==> config.mk <==
export PLATFORM = sky130hd
export DESIGN_NAME = hex_display_scanner
export DESIGN_NICKNAME = d
export VERILOG_FILES = /design/src/rtl/hex_display_scanner.sv
export SDC_FILE = /design/constraint.sdc
export NUM_CORES = 1
export LEC_CHECK = 0
export ABC_AREA = 1
export CORE_AREA = 2 2 86 88
export DETAILED_ROUTE_END_ITERATION = 16
export DIE_AREA = 0 0 88 90
export GPL_ROUTABILITY_DRIVEN = 0
export GPL_TIMING_DRIVEN = 0
export PLACE_DENSITY_LB_ADDON = 0.05
export SLEW_MARGIN = 20
export SYNTH_ARGS = -nofsm -noshare
export SYNTH_HDL_FRONTEND = slang
export SYNTH_SLANG_ARGS = --single-unit
==> constraint.sdc <==
create_clock -name clk_i -period 3.9 [get_ports clk_i]
set_input_delay 0.585 -clock clk_i [delete_from_list [all_inputs] [get_ports clk_i]]
set_output_delay 0.585 -clock clk_i [all_outputs]
set_load 0.02 [all_outputs]
==> src/rtl/hex_display_scanner.sv <==
// Time-multiplexed N-digit hex seven-segment driver with shadow/display double
// buffering, per-digit dp/blanking, leading-zero suppression and guard cycles.
module hex_display_scanner #(
    parameter int NUM_DIGITS     = 4,
    parameter int CLK_DIV        = 50000,
    parameter bit SEG_ACTIVE_LOW = 1'b0,
    parameter bit AN_ACTIVE_LOW  = 1'b1
) (
    input  logic                    clk_i,
    input  logic                    rst_ni,
    input  logic                    load_i,
    input  logic [4*NUM_DIGITS-1:0] value_i,
    input  logic [NUM_DIGITS-1:0]   dp_in_i,
    input  logic [NUM_DIGITS-1:0]   digit_en_i,
    input  logic                    lz_en_i,
    output logic [6:0]              seg_o,
    output logic                    dp_o,
    output logic [NUM_DIGITS-1:0]   an_o,
    output logic                    frame_tick_o,
    output logic                    pending_o
);

    localparam int CW = $clog2(CLK_DIV);
    localparam int IW = (NUM_DIGITS > 1) ? $clog2(NUM_DIGITS) : 1;

    typedef struct packed {
        logic [NUM_DIGITS-1:0][3:0] nib;
        logic [NUM_DIGITS-1:0]      dp;
        logic [NUM_DIGITS-1:0]      en;
        logic                       lz;
    } disp_t;

    function automatic logic [6:0] hex2seg(input logic [3:0] h);
        case (h)
            4'h0: hex2seg = 7'h3F;  4'h1: hex2seg = 7'h06;
            4'h2: hex2seg = 7'h5B;  4'h3: hex2seg = 7'h4F;
            4'h4: hex2seg = 7'h66;  4'h5: hex2seg = 7'h6D;
            4'h6: hex2seg = 7'h7D;  4'h7: hex2seg = 7'h07;
            4'h8: hex2seg = 7'h7F;  4'h9: hex2seg = 7'h6F;
            4'hA: hex2seg = 7'h77;  4'hB: hex2seg = 7'h7C;
            4'hC: hex2seg = 7'h39;  4'hD: hex2seg = 7'h5E;
            4'hE: hex2seg = 7'h79;  default: hex2seg = 7'h71;
        endcase
    endfunction

    logic [CW-1:0]         cnt_q, cnt_d;
    logic [IW-1:0]         idx_q, idx_d;
    disp_t                 shadow_q, shadow_d, disp_q, disp_d;
    logic                  pending_q, pending_d;
    logic                  tick_q;
    logic [6:0]            seg_q, seg_d;
    logic                  dp_q, dp_d;
    logic [NUM_DIGITS-1:0] an_q, an_d;

    logic                  slot_wrap, frame_wrap;
    logic [NUM_DIGITS-1:0] sig, lz_blank;
    logic                  above;

    assign slot_wrap  = (cnt_q == CW'(CLK_DIV - 1));
    assign frame_wrap = slot_wrap && (idx_q == IW'(NUM_DIGITS - 1));

    // A lit dp marks a digit significant, so "0.3"-style values keep the zero.
    for (genvar k = 0; k < NUM_DIGITS; k++) begin : g_sig
        assign sig[k] = disp_q.en[k] && ((disp_q.nib[k] != 4'h0) || disp_q.dp[k]);
    end

    always_comb begin
        above    = 1'b0;
        lz_blank = '0;
        for (int k = NUM_DIGITS - 1; k >= 0; k--) begin
            lz_blank[k] = disp_q.lz && (k != 0) && !above && !sig[k];
            above       = above | sig[k];
        end
    end

    always_comb begin
        cnt_d     = slot_wrap ? '0 : cnt_q + CW'(1);
        idx_d     = idx_q;
        if (frame_wrap)     idx_d = '0;
        else if (slot_wrap) idx_d = idx_q + IW'(1);

        shadow_d  = shadow_q;
        disp_d    = disp_q;
        pending_d = pending_q;
        if (frame_wrap && pending_q) begin
            disp_d    = shadow_q;
            pending_d = 1'b0;
        end
        // A load on the boundary edge lands in the shadow after the old shadow moved out.
        if (load_i) begin
            shadow_d.nib = value_i;
            shadow_d.dp  = dp_in_i;
            shadow_d.en  = digit_en_i;
            shadow_d.lz  = lz_en_i;
            pending_d    = 1'b1;
        end
    end

    always_comb begin
        seg_d = '0;
        dp_d  = 1'b0;
        an_d  = '0;
        if (cnt_q != '0) begin
            an_d[idx_q] = 1'b1;
            if (disp_q.en[idx_q]) begin
                dp_d = disp_q.dp[idx_q];
                if (!lz_blank[idx_q]) seg_d = hex2seg(disp_q.nib[idx_q]);
            end
        end
    end

    always_ff @(posedge clk_i or negedge rst_ni) begin
        if (!rst_ni) begin
            cnt_q     <= '0;
            idx_q     <= '0;
            shadow_q  <= '0;
            disp_q    <= '0;
            pending_q <= 1'b0;
            tick_q    <= 1'b0;
            seg_q     <= {7{SEG_ACTIVE_LOW}};
            dp_q      <= SEG_ACTIVE_LOW;
            an_q      <= {NUM_DIGITS{AN_ACTIVE_LOW}};
        end else begin
            cnt_q     <= cnt_d;
            idx_q     <= idx_d;
            shadow_q  <= shadow_d;
            disp_q    <= disp_d;
            pending_q <= pending_d;
            tick_q    <= frame_wrap;
            seg_q     <= seg_d ^ {7{SEG_ACTIVE_LOW}};
            dp_q      <= dp_d ^ SEG_ACTIVE_LOW;
            an_q      <= an_d ^ {NUM_DIGITS{AN_ACTIVE_LOW}};
        end
    end

    assign seg_o        = seg_q;
    assign dp_o         = dp_q;
    assign an_o         = an_q;
    assign frame_tick_o = tick_q;
    assign pending_o    = pending_q;

endmodule

; ---- Yosys cells after proc, flatten, opt, wreduce, memory -nomap -nowiden
; Memories as Yosys holds them, arrays and structs flattened.
; Index checks and enable logic that the tools add are counted.
[word_totals]
register_bits = 82
mem_bits_ro = 112
inputBits = 28
mem_count = 1
output_inout_bits = 14
[classes]
n_addsub = 2
n_eq_ne = 2
bitwise = 2
reduce_logical = 23
mux = 21
magnitude_cmp = 2
[memory_table]
columns = name, depth, width, rd, rd_clocked_by_memory_dff, wr, line_no
row1 = (name not given), 16, 7, 1, 0, 0, 34  ; case (h)
[op_table]
columns = op, count
row1 = 7-bit two-way mux, 3
row2 = 16-bit by 1-bit adder with 16-bit output (second input constant), 1
row3 = 16-bit == test (second input constant), 1
row4 = 16-bit two-way mux, 1
row5 = 16-bit nonzero test, 1
row6 = 4-bit nonzero test, 3
row7 = 1-bit logical AND, 10
row8 = 4-bit binary-select mux with 2-bit select, 1
row9 = 1-bit two-way mux, 8
row10 = 4-bit two-way mux, 2
row11 = 1-bit binary-select mux with 2-bit select, 3
row12 = 1-bit logical NOT, 4
row13 = 2-bit two-way mux, 2
row14 = 4-bit inverter, 1
row15 = 2-bit nonzero test, 2
row16 = 1-bit logical OR, 3
row17 = 2-bit by 3-bit < comparator with 1-bit output (second input constant), 1
row18 = 2-bit by 1-bit adder with 2-bit output (second input constant), 1
row19 = 1-bit demux with 2-bit select, 1
row20 = 2-bit == test (second input constant), 1
row21 = 2-bit by 1-bit greater-or-equal comparator with 1-bit output (second input constant), 1
row22 = 1-bit OR, 1

; ---- Logic depth before layout (Yosys ltp)
; Gate-level depths: netlist of the first run.
[logic_depth]
word_depth = 12
mapped_depth = 12

; ---- Least setup slack after synthesis of the first run
; No wires, ideal clock.
[synth_timing]
path_type = register to register
from = register idx_q[0]
to = register seg_q[0] (netlist: seg_o[0])
n_path_buf = 1
path_stages_with_launch = 13
arrival_ns = 1.544
slack_ns = 2.237
cell_sequence = dfrtp_1 -> inv_2 -> buf_4 -> nand2_1 -> nand3_1 -> nand2_1 -> inv_1 -> ha_1 -> inv_1 -> nand2_1 -> nand2_1 -> a21oi_1 -> nor2_1
[synth_between]
elab_chain_cells = 6
word_cells_on_any_way = 10
classes_between = mux: 9 / memory: 1
[synth_lines]
columns = item, line_no
row1 = start: declaration, 47  ; logic [IW-1:0] idx_q, idx_d;
row2 = start signal: assignment, 125  ; idx_q <= idx_d;
row3 = 4-bit binary-select mux with 2-bit select, 107  ; if (!lz_blank[idx_q]) seg_d = hex2seg(disp_q.nib[idx_q]);
row4 = 4-bit two-way mux (not written as such), 107
row5 = memory 16 x 7 bit, -
row6 = 7-bit two-way mux, 107
row7 = 7-bit two-way mux (*), 105  ; if (disp_q.en[idx_q]) begin
row8 = 7-bit two-way mux (*), 103  ; if (cnt_q != '0) begin
row9 = named net seg_d[0], 51  ; logic [6:0] seg_q, seg_d;
row10 = end signal: assignment, 120  ; seg_q <= {7{SEG_ACTIVE_LOW}};
row11 = end signal: assignment, 130  ; seg_q <= seg_d ^ {7{SEG_ACTIVE_LOW}};
row12 = end: declaration, 51
; Mark *: on every way through the listed nets, which the timed path passes. The rest lies on a longest branch. The select of a mux whose other input is x is not followed.
; A chain may end at the register's enable or synchronous reset.

; ---- Worst setup path after layout of the first run
[layout_timing]
from = register an_q[0] (netlist: an_o[0])
to = output port an_o[0]
[layout_rtl]
columns = item, line_no
row1 = start: declaration, 53  ; logic [NUM_DIGITS-1:0] an_q, an_d;
row2 = start signal: assignment, 122  ; an_q <= {NUM_DIGITS{AN_ACTIVE_LOW}};
row3 = start signal: assignment, 132  ; an_q <= an_d ^ {NUM_DIGITS{AN_ACTIVE_LOW}};
row4 = end: declaration, 18  ; output logic [NUM_DIGITS-1:0] an_o,
; No word-level cell between the ends.

==> results of run 1 <==
## layout make-up
| class | count | area, um^2 |
|---|---|---|
| clock inverter | 4 | 76.3 |
| fill | 608 | 2190 |
| tap | 99 | 124 |
| clock buffer | 11 | 141 |
| inverter | 60 | 226 |
| timing repair buffer | 41 | 425 |
| sequential | 82 | 2060 |
| multi-input combinational | 310 | 1680 |
| buffer | 16 | 106 |
## path summary, 6_finish.rpt
check / from / to / slack (ps) / depth (start not counted)
worst max-delay path: an_o[0] / an_o[0] / 1870 / 1
worst min-delay path: rst_ni / cnt_q[13] / 140 / 1
worst max register to register: idx_q[0] / seg_o[0] / 1890 / 12
worst min register to register: disp_q[0] / disp_q[0] / 490 / 2
max in group asynchronous: rst_ni / disp_q[15] / 3160 / 2
min in group clk_i: disp_q[0] / disp_q[0] / 490 / 2
## Yosys cell counts (2+ instances only)
cell / count / area, um^2
sky130_fd_sc_hd__o21ai_0: 34 / 170
sky130_fd_sc_hd__a21oi_1: 12 / 60.1
sky130_fd_sc_hd__dfrtp_1: 78 / 1950
sky130_fd_sc_hd__nor3_1: 7 / 35.0
sky130_fd_sc_hd__nor2_2: 2 / 12.5
sky130_fd_sc_hd__buf_6: 5 / 56.3
sky130_fd_sc_hd__inv_1: 54 / 203
sky130_fd_sc_hd__nand3_1: 29 / 145
sky130_fd_sc_hd__nand2_4: 2 / 22.5
sky130_fd_sc_hd__buf_2: 4 / 20.0
sky130_fd_sc_hd__nor2_4: 3 / 33.8
sky130_fd_sc_hd__o21ai_2: 25 / 219
sky130_fd_sc_hd__nand2_2: 29 / 181
sky130_fd_sc_hd__inv_2: 5 / 18.8
sky130_fd_sc_hd__dfstp_2: 4 / 105
sky130_fd_sc_hd__nand2_1: 93 / 349
sky130_fd_sc_hd__o21bai_1: 2 / 15.0
sky130_fd_sc_hd__xor2_1: 7 / 61.3
sky130_fd_sc_hd__ha_1: 12 / 150
sky130_fd_sc_hd__clkbuf_1: 6 / 22.5
sky130_fd_sc_hd__nor2_1: 45 / 169
sky130_fd_sc_hd__nand4_1: 4 / 25.0
## power groups by stage
stage | Clock, uW | Combinational, uW | Sequential, uW
floorplan | 0 | 35.1 | 894
global placement | 0 | 85.6 | 895
detailed placement | 0 | 91.2 | 895
CTS | 685 | 91.8 | 878
global route | 722 | 103 | 881
finish | 671 | 89.0 | 878
## metal layers
metal	up-vias	part of all wire [%]	track usage, %	routed length, um
met4	0	1.4	9.49	114
li1	1568	-	-	-
met5	-	0	0	0
met1	1463	44	28.1	3440
met2	86	51	36.7	4020
met3	12	4.0	3.95	312
## flip-flops by register name, indices dropped and copies added, names as in the netlist
register	count
dp_o	1
seg_o	7
cnt_q	16
shadow_q	25
an_o	4
disp_q	25
frame_tick_o	1
idx_q	2
pending_o	1
## cells by family after synthesis
| kind of cell | Yosys count | share of synthesized area (%) |
|---|---|---|
| AND/OR/NAND/NOR | 216 | 24.3 |
| buffers and inverters | 76 | 8.19 |
| flip-flops | 82 | 50.6 |
| AO/OA/AOI/OAI | 75 | 11.7 |
| adder cells (fa/ha/maj) | 12 | 3.69 |
| XOR/XNOR | 7 | 1.51 |
## through the flow
stage,setup slack [ps],power (uW),std cells,setup TNS (ps)
floorplan,2240,929,468,0
global placement,-570,980,607,-44010
detailed placement,1920,986,608,0
CTS,1840,1660,623,0
global route,1640,1710,623,0
finish,1870,1640,623,0
==> flow_metrics.env, run 1 <==
export IMPL_mappedNetlistArea_mm2=0.00407
export IMPL_grt_util_all_layers_pct=22.1
export IMPL_worstPathCellList="clkdlybuf4s50_1"
export IMPL_p_leak_uw=0.00233
export IMPL_cts_reportedPaths_clkPinSlew_ps=80
export IMPL_layout_common_cells="sky130_fd_sc_hd__nand2_1, sky130_fd_sc_hd__dfrtp_1, sky130_fd_sc_hd__inv_1, sky130_fd_sc_hd__nor2_1, sky130_fd_sc_hd__clkdlybuf4s50_1"
export IMPL_layout_drive_gt1_share_pct=18.7
export IMPL_io_pins=42
export IMPL_drtIter0Drc=125
export IMPL_antennaDiodeCount=0
export IMPL_max_clock_path_buffers=2
export IMPL_synth_sequential_area_ratio_pct=50.6
export IMPL_final_setup_viol_count=0
export IMPL_power_switching_fraction_pct=21.5
export IMPL_place_hpwl_mm=5.84
export IMPL_finalWirelength_mm=7.89
export IMPL_power_combinational_fraction_pct=5.4
export IMPL_synth_async_sr_flop_share_pct=100
export IMPL_post_cts_resized=0
export IMPL_fin_crit_ps=2030
export IMPL_peakVddDrop_mv=0.220
export IMPL_fp_dieW_um=88
export IMPL_tritoncts="yes"
export IMPL_cp_data_required_time_ps=3310
export IMPL_cts_hold_buffers=0
export IMPL_first_pass_iters=5
export IMPL_post_layout_util_pct=68.8
export IMPL_p_clk_share_pct=40.9
export IMPL_cts_buffers_inserted=9
export IMPL_cellInternalPower_uw=1290
export IMPL_switchingPower_uw=352
export IMPL_fp_coreArea_mm2=0.00702
export IMPL_finalMaxSlewViolations=0
export IMPL_critical_path_n_buffers_inverters=1
export IMPL_post_cts_buffers=0
export IMPL_placement_cell_area_mm2=0.00461
export IMPL_vias_per_cell=5.02
export IMPL_cp_max_stage_cell="sky130_fd_sc_hd__clkdlybuf4s50_1"
export IMPL_worst_margin_pin_slew_ps=500
export IMPL_die_height_um=90
export IMPL_initial_core_util_pct=57.9
export IMPL_final_cell_area_mm2=0.00483
export IMPL_cts_root_buffer_cell="sky130_fd_sc_hd__clkbuf_8"
export IMPL_route_antenna_remaining_nets=0
export IMPL_synth_area_per_cell_um2=8.69
export IMPL_worst_setup_path_end_kind="output pin"
export IMPL_hold_path_class="primary input to async pin"
export IMPL_hold_ws_ps=141
export IMPL_finalHoldViolations=0
export IMPL_count_of_unique_library_cells_instantiated_by_yosys=28
export IMPL_rsz_0062_raised_after_global_routing="no"
export IMPL_p_per_cell_area_mw_per_mm2=339
export IMPL_clock_sink_count=82
export IMPL_num_vias=3129
export IMPL_run_status="finished, final reports clean"
export IMPL_route_detailed_wl_per_inst_um=12.7
export IMPL_max_stage_delay_ps=590
export IMPL_timing_fmax_mhz=493
export IMPL_overflow=0
export IMPL_max_cap_violations=0
export IMPL_seq_power_share_pct=53.6
export IMPL_synth_seq_cells=82
export IMPL_buffer_ports_inserted=40
export IMPL_crit_arrival_ps=1440
export IMPL_grt_max_degree=56
export IMPL_grt_pass1_wl_mm=13.8
export IMPL_remaining_drc_errors=0
export IMPL_worst_path_max_fanout=1
export IMPL_most_common_library_cell_in_the_layout_ignoring_fill_and_taps="sky130_fd_sc_hd__nand2_1"
export IMPL_dieArea_mm2=0.00792
export IMPL_postSynth_topFlopCell="sky130_fd_sc_hd__dfrtp_1"
export IMPL_mappedNetlistNets=508
export IMPL_postSynthCellCount=468
export IMPL_antenna_violations_before_repair=0
export IMPL_timing_worst_setup_path_type="flip-flop to output pin"
export IMPL_first_global_vias=3088
export IMPL_clock_skew_ps=15.2
export IMPL_critPathLaunchType="flip-flop"
export IMPL_final_nets=560
export IMPL_synthesis_yosys_warnings=0
export IMPL_clk_insertion_delay_late_ps=350
export IMPL_family_with_the_most_delay_on_the_worst_path="buffers and inverters"
export IMPL_num_rows=31
export IMPL_h_tree_depth=3
export IMPL_period_share_pct=52.0
export IMPL_area_growth_synth_to_finish_pct=18.9
export IMPL_timing_slew_headroom_pct=66.7
export IMPL_synth_enable_flop_cells=0
Power figures use the tool's default switching activity.
==> run 2: changes to the inputs <==
Settings changed: CORE_AREA 2 2 86 88 to 2 2 93 95, DIE_AREA 0 0 88 90 to 0 0 95 97.
Clock period 3.9 ns to 1.8 ns, I/O delays scaled along.
==> run 2 against run 1 <==
Compared with the run above: final cell count rose by 1.6%; via count down 0.19%; utilization down 8.5 points; critical endpoint is now seg_o[0]; clock skew shrank 4.8 ps; worst hold slack gained 110 ps; critical path depth grew 11.
==> flow_metrics.env, run 2 (synthesis results as in run 1) <==
export IMPL_run_status="finished, final reports clean"
export IMPL_grt_pass1_wl_mm=13.7
export IMPL_grt_util_all_layers_pct=18.8
export IMPL_cts_reportedPaths_clkPinSlew_ps=80
export IMPL_cts_root_buffer_cell="sky130_fd_sc_hd__clkbuf_8"
export IMPL_fin_tns_setup_ps=0
export IMPL_clock_sink_count=82
export IMPL_io_pins=42
export IMPL_p_per_cell_area_mw_per_mm2=709
export IMPL_dieArea_mm2=0.00922
export IMPL_cp_max_stage_cell="sky130_fd_sc_hd__dfrtp_2"
export IMPL_peakVddDrop_mv=0.403
export IMPL_worst_setup_path_end_kind="flip-flop"
export IMPL_fin_crit_ps=1720
export IMPL_route_antenna_remaining_nets=0
export IMPL_power_combinational_fraction_pct=5.6
export IMPL_grt_util_met2_pct=29.5
export IMPL_timing_fmax_mhz=582
export IMPL_drtIter0Drc=168
export IMPL_tritoncts="yes"
export IMPL_max_stage_delay_ps=440
export IMPL_crit_arrival_ps=1960
export IMPL_buffer_ports_inserted=40
export IMPL_clock_skew_ps=10.4
export IMPL_worst_margin_pin_slew_ps=516
export IMPL_use_met1_pct=25.8
export IMPL_finalWirelength_mm=7.97
export IMPL_met3_global_route_usage_pct=2.96
export IMPL_antenna_violations_before_repair=0
export IMPL_family_with_the_most_delay_on_the_worst_path="simple AND/OR/NAND/NOR gates"
export IMPL_place_hpwl_mm=5.87
export IMPL_fp_dieW_um=95
export IMPL_layout_drive_gt1_share_pct=20.6
export IMPL_p_clk_share_pct=39.8
export IMPL_overflow=0
export IMPL_max_clock_path_buffers=2
export IMPL_clk_insertion_delay_late_ps=340
export IMPL_layout_top_registers="disp_q x25, shadow_q x25, cnt_q x16"
export IMPL_die_height_um=97
export IMPL_critPathMostFrequentCell="sky130_fd_sc_hd__nand2_1"
export IMPL_power_switching_fraction_pct=21.1
export IMPL_cts_buffers_inserted=9
export IMPL_area_growth_synth_to_finish_pct=20.8
export IMPL_initial_core_util_pct=50.0
export IMPL_layout_common_cells="sky130_fd_sc_hd__nand2_1, sky130_fd_sc_hd__dfrtp_1, sky130_fd_sc_hd__inv_1, sky130_fd_sc_hd__nor2_1, sky130_fd_sc_hd__clkdlybuf4s50_1"
export IMPL_remaining_drc_errors=0
export IMPL_antennaDiodeCount=0
export IMPL_route_detailed_wl_per_inst_um=12.6
export IMPL_num_vias=3123
export IMPL_worstPathCellList="inv_4 -> buf_8 -> nand2_1 -> nand3_1 -> nand2_4 -> inv_2 -> ha_2 -> inv_1 -> nand2_1 -> nand2_1 -> a21oi_2 -> nor2_1"
export IMPL_num_rows=33
export IMPL_critPathLaunchType="flip-flop"
export IMPL_timing_slew_headroom_pct=65.6
export IMPL_first_pass_iters=4
export IMPL_vias_per_cell=4.93
export IMPL_fillerInstances=736
export IMPL_layer_with_the_highest_usage="met2"
export IMPL_fp_coreArea_mm2=0.00813
export IMPL_finalHoldViolations=0
export IMPL_cp_data_required_time_ps=2040
export IMPL_final_setup_viol_count=0
export IMPL_switchingPower_uw=736
export IMPL_first_global_vias=2999
export IMPL_post_layout_util_pct=60.4
export IMPL_seq_power_share_pct=54.6
export IMPL_timing_worst_setup_path_type="flip-flop to flip-flop"
export IMPL_h_tree_depth=3
export IMPL_rsz_0062_raised_after_global_routing="yes"
export IMPL_most_common_library_cell_in_the_layout_ignoring_fill_and_taps="sky130_fd_sc_hd__nand2_1"
export IMPL_cellInternalPower_uw=2750
export IMPL_hold_path_class="primary input to flip-flop"
export IMPL_critical_path_n_buffers_inverters=4
export IMPL_finalMaxSlewViolations=0
export IMPL_worst_path_max_fanout=11
export IMPL_final_nets=564
export IMPL_grt_max_degree=54
export IMPL_p_leak_uw=0.00234
export IMPL_max_cap_violations=0
export IMPL_period_share_pct=95.5
[run 2: changes by cell type in the layout (fill, tap and decap cells not counted), sizes merged]
| cell | before | now |
|---|---|---|
| buf | 12 | 14 |
| dlygate4sd3 | 0 | 1 |
| clkinvlp | 1 | 0 |
| clkbuf | 17 | 19 |
[run 2: area by class of cell]
class	instances	area (um^2)	area share, %
plain buffers	16	119	2.42
multi-input cells	310	1710	34.9
repair buffers	45	458	9.33
clock buffers	12	135	2.75
flip-flops and latches	82	2060	41.9
well taps	105	131	2.68
inverters	60	231	4.71
clock inverters	3	65.1	1.33
[run 2: timing repair]
item | CTS | global route
resized for setup | 4 | 15
buffers inserted | 2 | 1
cloned | 0 | 0
hold buffers | 1 | 0
endpoints found under the setup margin | 6 | 12
pin swaps | 0 | 1
endpoints found under the hold margin | 25 | 0
[run 2: per-stage QoR]
| stage | power (uW) | cells | cell area [um^2] | hold slack, ps | setup slack, ps |
|---|---|---|---|---|---|
| global route | 3630 | 633 | 4910 | 283 | -72.1 |
| detailed placement | 2140 | 614 | 4620 | 228 | -181 |
| floorplan | 2010 | 468 | 4070 | -25.6 | 137 |
| global placement | 2130 | 613 | 4600 | 467 | -2430 |
| CTS | 3530 | 632 | 4860 | 240 | 0.273 |
| finish | 3480 | 633 | 4910 | 251 | 80.8 |
[run 2: final timing paths]
path	slack, ps	to	start	cells after the start
worst max-delay path	80	seg_o[0]	idx_q[0]	12
worst min-delay path	250	shadow_q[1]	load_i	2
worst max register to register	80	seg_o[0]	idx_q[0]	12
worst min register to register	480	disp_q[0]	disp_q[0]	2
max in group asynchronous	820	disp_q[12]	rst_ni	3
min in group asynchronous	390	cnt_q[13]	rst_ni	2
[run 2: power groups by stage]
stage	clock, uW	sequential [uW]	combinational (uW)
3_5_place_dp	0	1940	199
4_1_cts	1430	1900	202
5_1_grt	1500	1910	224
6_report	1390	1900	194
2_1_floorplan	0	1940	76.0
3_3_place_gp	0	1940	188
[run 2: routing by layer]
metal	vias up	routed length, um	part of all wire, %
met2	66	3890	49
li1	1582	-	-
met5	-	0	0
met1	1469	3730	47
met4	0	89	1.1
met3	6	268	3.4
==> run 3: changes to the inputs <==
Settings changed: CORE_AREA 2 2 93 95 to 2 2 120 122, DIE_AREA 0 0 95 97 to 0 0 122 124.
==> run 3 against run 2 <==
Compared with the run above: final cell count increased by 13%; wire length increased by 15%; non-clock buffer count increased by 7; flip-flop and latch count unchanged; fmax increased by 0.18%.
==> flow_metrics.env, run 3 (synthesis results as in run 1) <==
export IMPL_area_growth_synth_to_finish_pct=27.7
export IMPL_fp_dieW_um=122
export IMPL_clock_sink_count=82
export IMPL_dieArea_mm2=0.0151
export IMPL_critical_path_n_buffers_inverters=1
export IMPL_run_status="finished, final reports clean"
export IMPL_final_cell_area_mm2=0.00519
export IMPL_multi_input_comb_area_mm2=0.00175
export IMPL_preCtsSetupSlack_ps=-233
export IMPL_finalNonFillerCells=716
export IMPL_hold_path_class="primary input to flip-flop"
export IMPL_layout_top_registers="disp_q x25, shadow_q x25, cnt_q x16"
export IMPL_h_tree_depth=3
export IMPL_family_with_the_most_delay_on_the_worst_path="buffers and inverters"
export IMPL_antennaDiodeCount=0
export IMPL_grt_util_all_layers_pct=13.7
export IMPL_post_layout_util_pct=37.8
export IMPL_grt_max_degree=51
export IMPL_seqCellArea_mm2=0.00206
export IMPL_most_common_library_cell_in_the_layout_ignoring_fill_and_taps="sky130_fd_sc_hd__nand2_1"
export IMPL_layout_common_cells="sky130_fd_sc_hd__nand2_1, sky130_fd_sc_hd__dfrtp_1, sky130_fd_sc_hd__inv_1, sky130_fd_sc_hd__nor2_1, sky130_fd_sc_hd__clkdlybuf4s50_1"
export IMPL_timing_worst_setup_path_type="flip-flop to output pin"
export IMPL_timing_slew_headroom_pct=62.6
export IMPL_p_per_cell_area_mw_per_mm2=758
export IMPL_cp_max_stage_cell="sky130_fd_sc_hd__clkdlybuf4s50_1"
export IMPL_timing_fmax_mhz=583
export IMPL_drtIter0Drc=147
export IMPL_remaining_drc_errors=0
export IMPL_max_stage_delay_ps=590
export IMPL_dpl_cell_count=689
export IMPL_first_pass_iters=4
export IMPL_period_share_pct=95.3
export IMPL_final_ws_setup_ps=83.9
export IMPL_overflow=0
export IMPL_finalWirelength_mm=9.21
export IMPL_num_rows=43
export IMPL_num_vias=3112
export IMPL_max_cap_violations=0
export IMPL_clock_skew_ps=6.04
export IMPL_cts_root_buffer_cell="sky130_fd_sc_hd__clkbuf_16"
export IMPL_first_global_vias=3070
export IMPL_route_antenna_remaining_nets=0
export IMPL_placement_cell_area_mm2=0.00472
export IMPL_hold_ws_ps=263
export IMPL_max_clock_path_buffers=2
export IMPL_cp_data_required_time_ps=1530
export IMPL_fillerInstances=1442
export IMPL_buffer_ports_inserted=40
export IMPL_fp_coreArea_mm2=0.0137
export IMPL_finalHoldViolations=0
export IMPL_die_height_um=124
export IMPL_grt_pass1_wl_mm=15.6
export IMPL_io_pins=42
export IMPL_antenna_violations_before_repair=0
export IMPL_initial_core_util_pct=29.6
export IMPL_cts_reportedPaths_clkPinSlew_ps=60
export IMPL_place_hpwl_mm=6.78
export IMPL_peakVddDrop_mv=0.390
export IMPL_final_setup_viol_count=0
export IMPL_worstPathCellList="clkdlybuf4s50_1"
export IMPL_p_leak_uw=0.00242
export IMPL_tritoncts="yes"
export IMPL_crit_arrival_ps=1450
export IMPL_final_nets=571
export IMPL_clk_insertion_delay_late_ps=350
export IMPL_fin_crit_ps=1720
export IMPL_route_detailed_wl_per_inst_um=12.9
export IMPL_worst_setup_path_end_kind="output pin"
export IMPL_cts_buffers_inserted=9
export IMPL_worst_margin_pin_slew_ps=562
export IMPL_worst_path_max_fanout=1
export IMPL_critPathLaunchType="flip-flop"
export IMPL_finalMaxSlewViolations=0
export IMPL_layout_drive_gt1_share_pct=22.6
export IMPL_vias_per_cell=4.35
-- run 3: cell types whose count changed in the layout (fill, tap and decap cells not counted), sizes merged --
cell,before,now
buf,14,22
bufinv,2,1
clkinv,2,3
-- run 3: layout make-up --
| type | instances | area share [%] |
|---|---|---|
| well taps | 180 | 4.34 |
| clock buffers | 13 | 4.82 |
| flip-flops and latches | 82 | 39.7 |
| multi-input cells | 310 | 33.7 |
| repair buffers | 52 | 9.84 |
| inverters | 60 | 4.51 |
| plain buffers | 16 | 2.36 |
| clock inverters | 3 | 0.771 |
-- run 3: final timing paths --
path,start,endpoint,slack (ps),cells after the start
min,load_i,shadow_q[1],260,2
min in group asynchronous,rst_ni,cnt_q[5],410,2
max reg2reg,idx_q[0],seg_o[0],120,10
max,an_o[3],an_o[3],80,1
min reg2reg,disp_q[7],disp_q[7],490,2
max in group asynchronous,rst_ni,shadow_q[0],790,3
-- run 3: repair_timing --
item | in CTS | in global routing
setup endpoints to repair | 7 | 32
pin swaps | 0 | 5
endpoints found under the hold margin | 28 | 0
hold buffers | 1 | 0
setup buffers | 2 | 8
gates resized for setup | 8 | 19
-- run 3: per-layer routing --
metal	track usage [%]	share of wire [%]	vias to the layer above	routed length (um)
li1	-	-	1599	-
met1	18.1	48	1442	4390
met2	21.3	46	58	4220
met3	2.84	4.2	13	386
met4	7.26	2.4	0	217
met5	0	0	-	0
-- run 3: report_power, final --
part	switching [uW]	internal, uW
Clock	719	1110
Combinational	118	81.7
Sequential	11.9	1890
-- run 3: through the flow --
stage | TNS, ps | power (uW)
after floorplan | 0 | 2010
after global placement | -218240 | 2140
after detailed placement | -812 | 2140
after CTS | 0 | 4020
after global routing | -51.3 | 4140
final | 0 | 3930
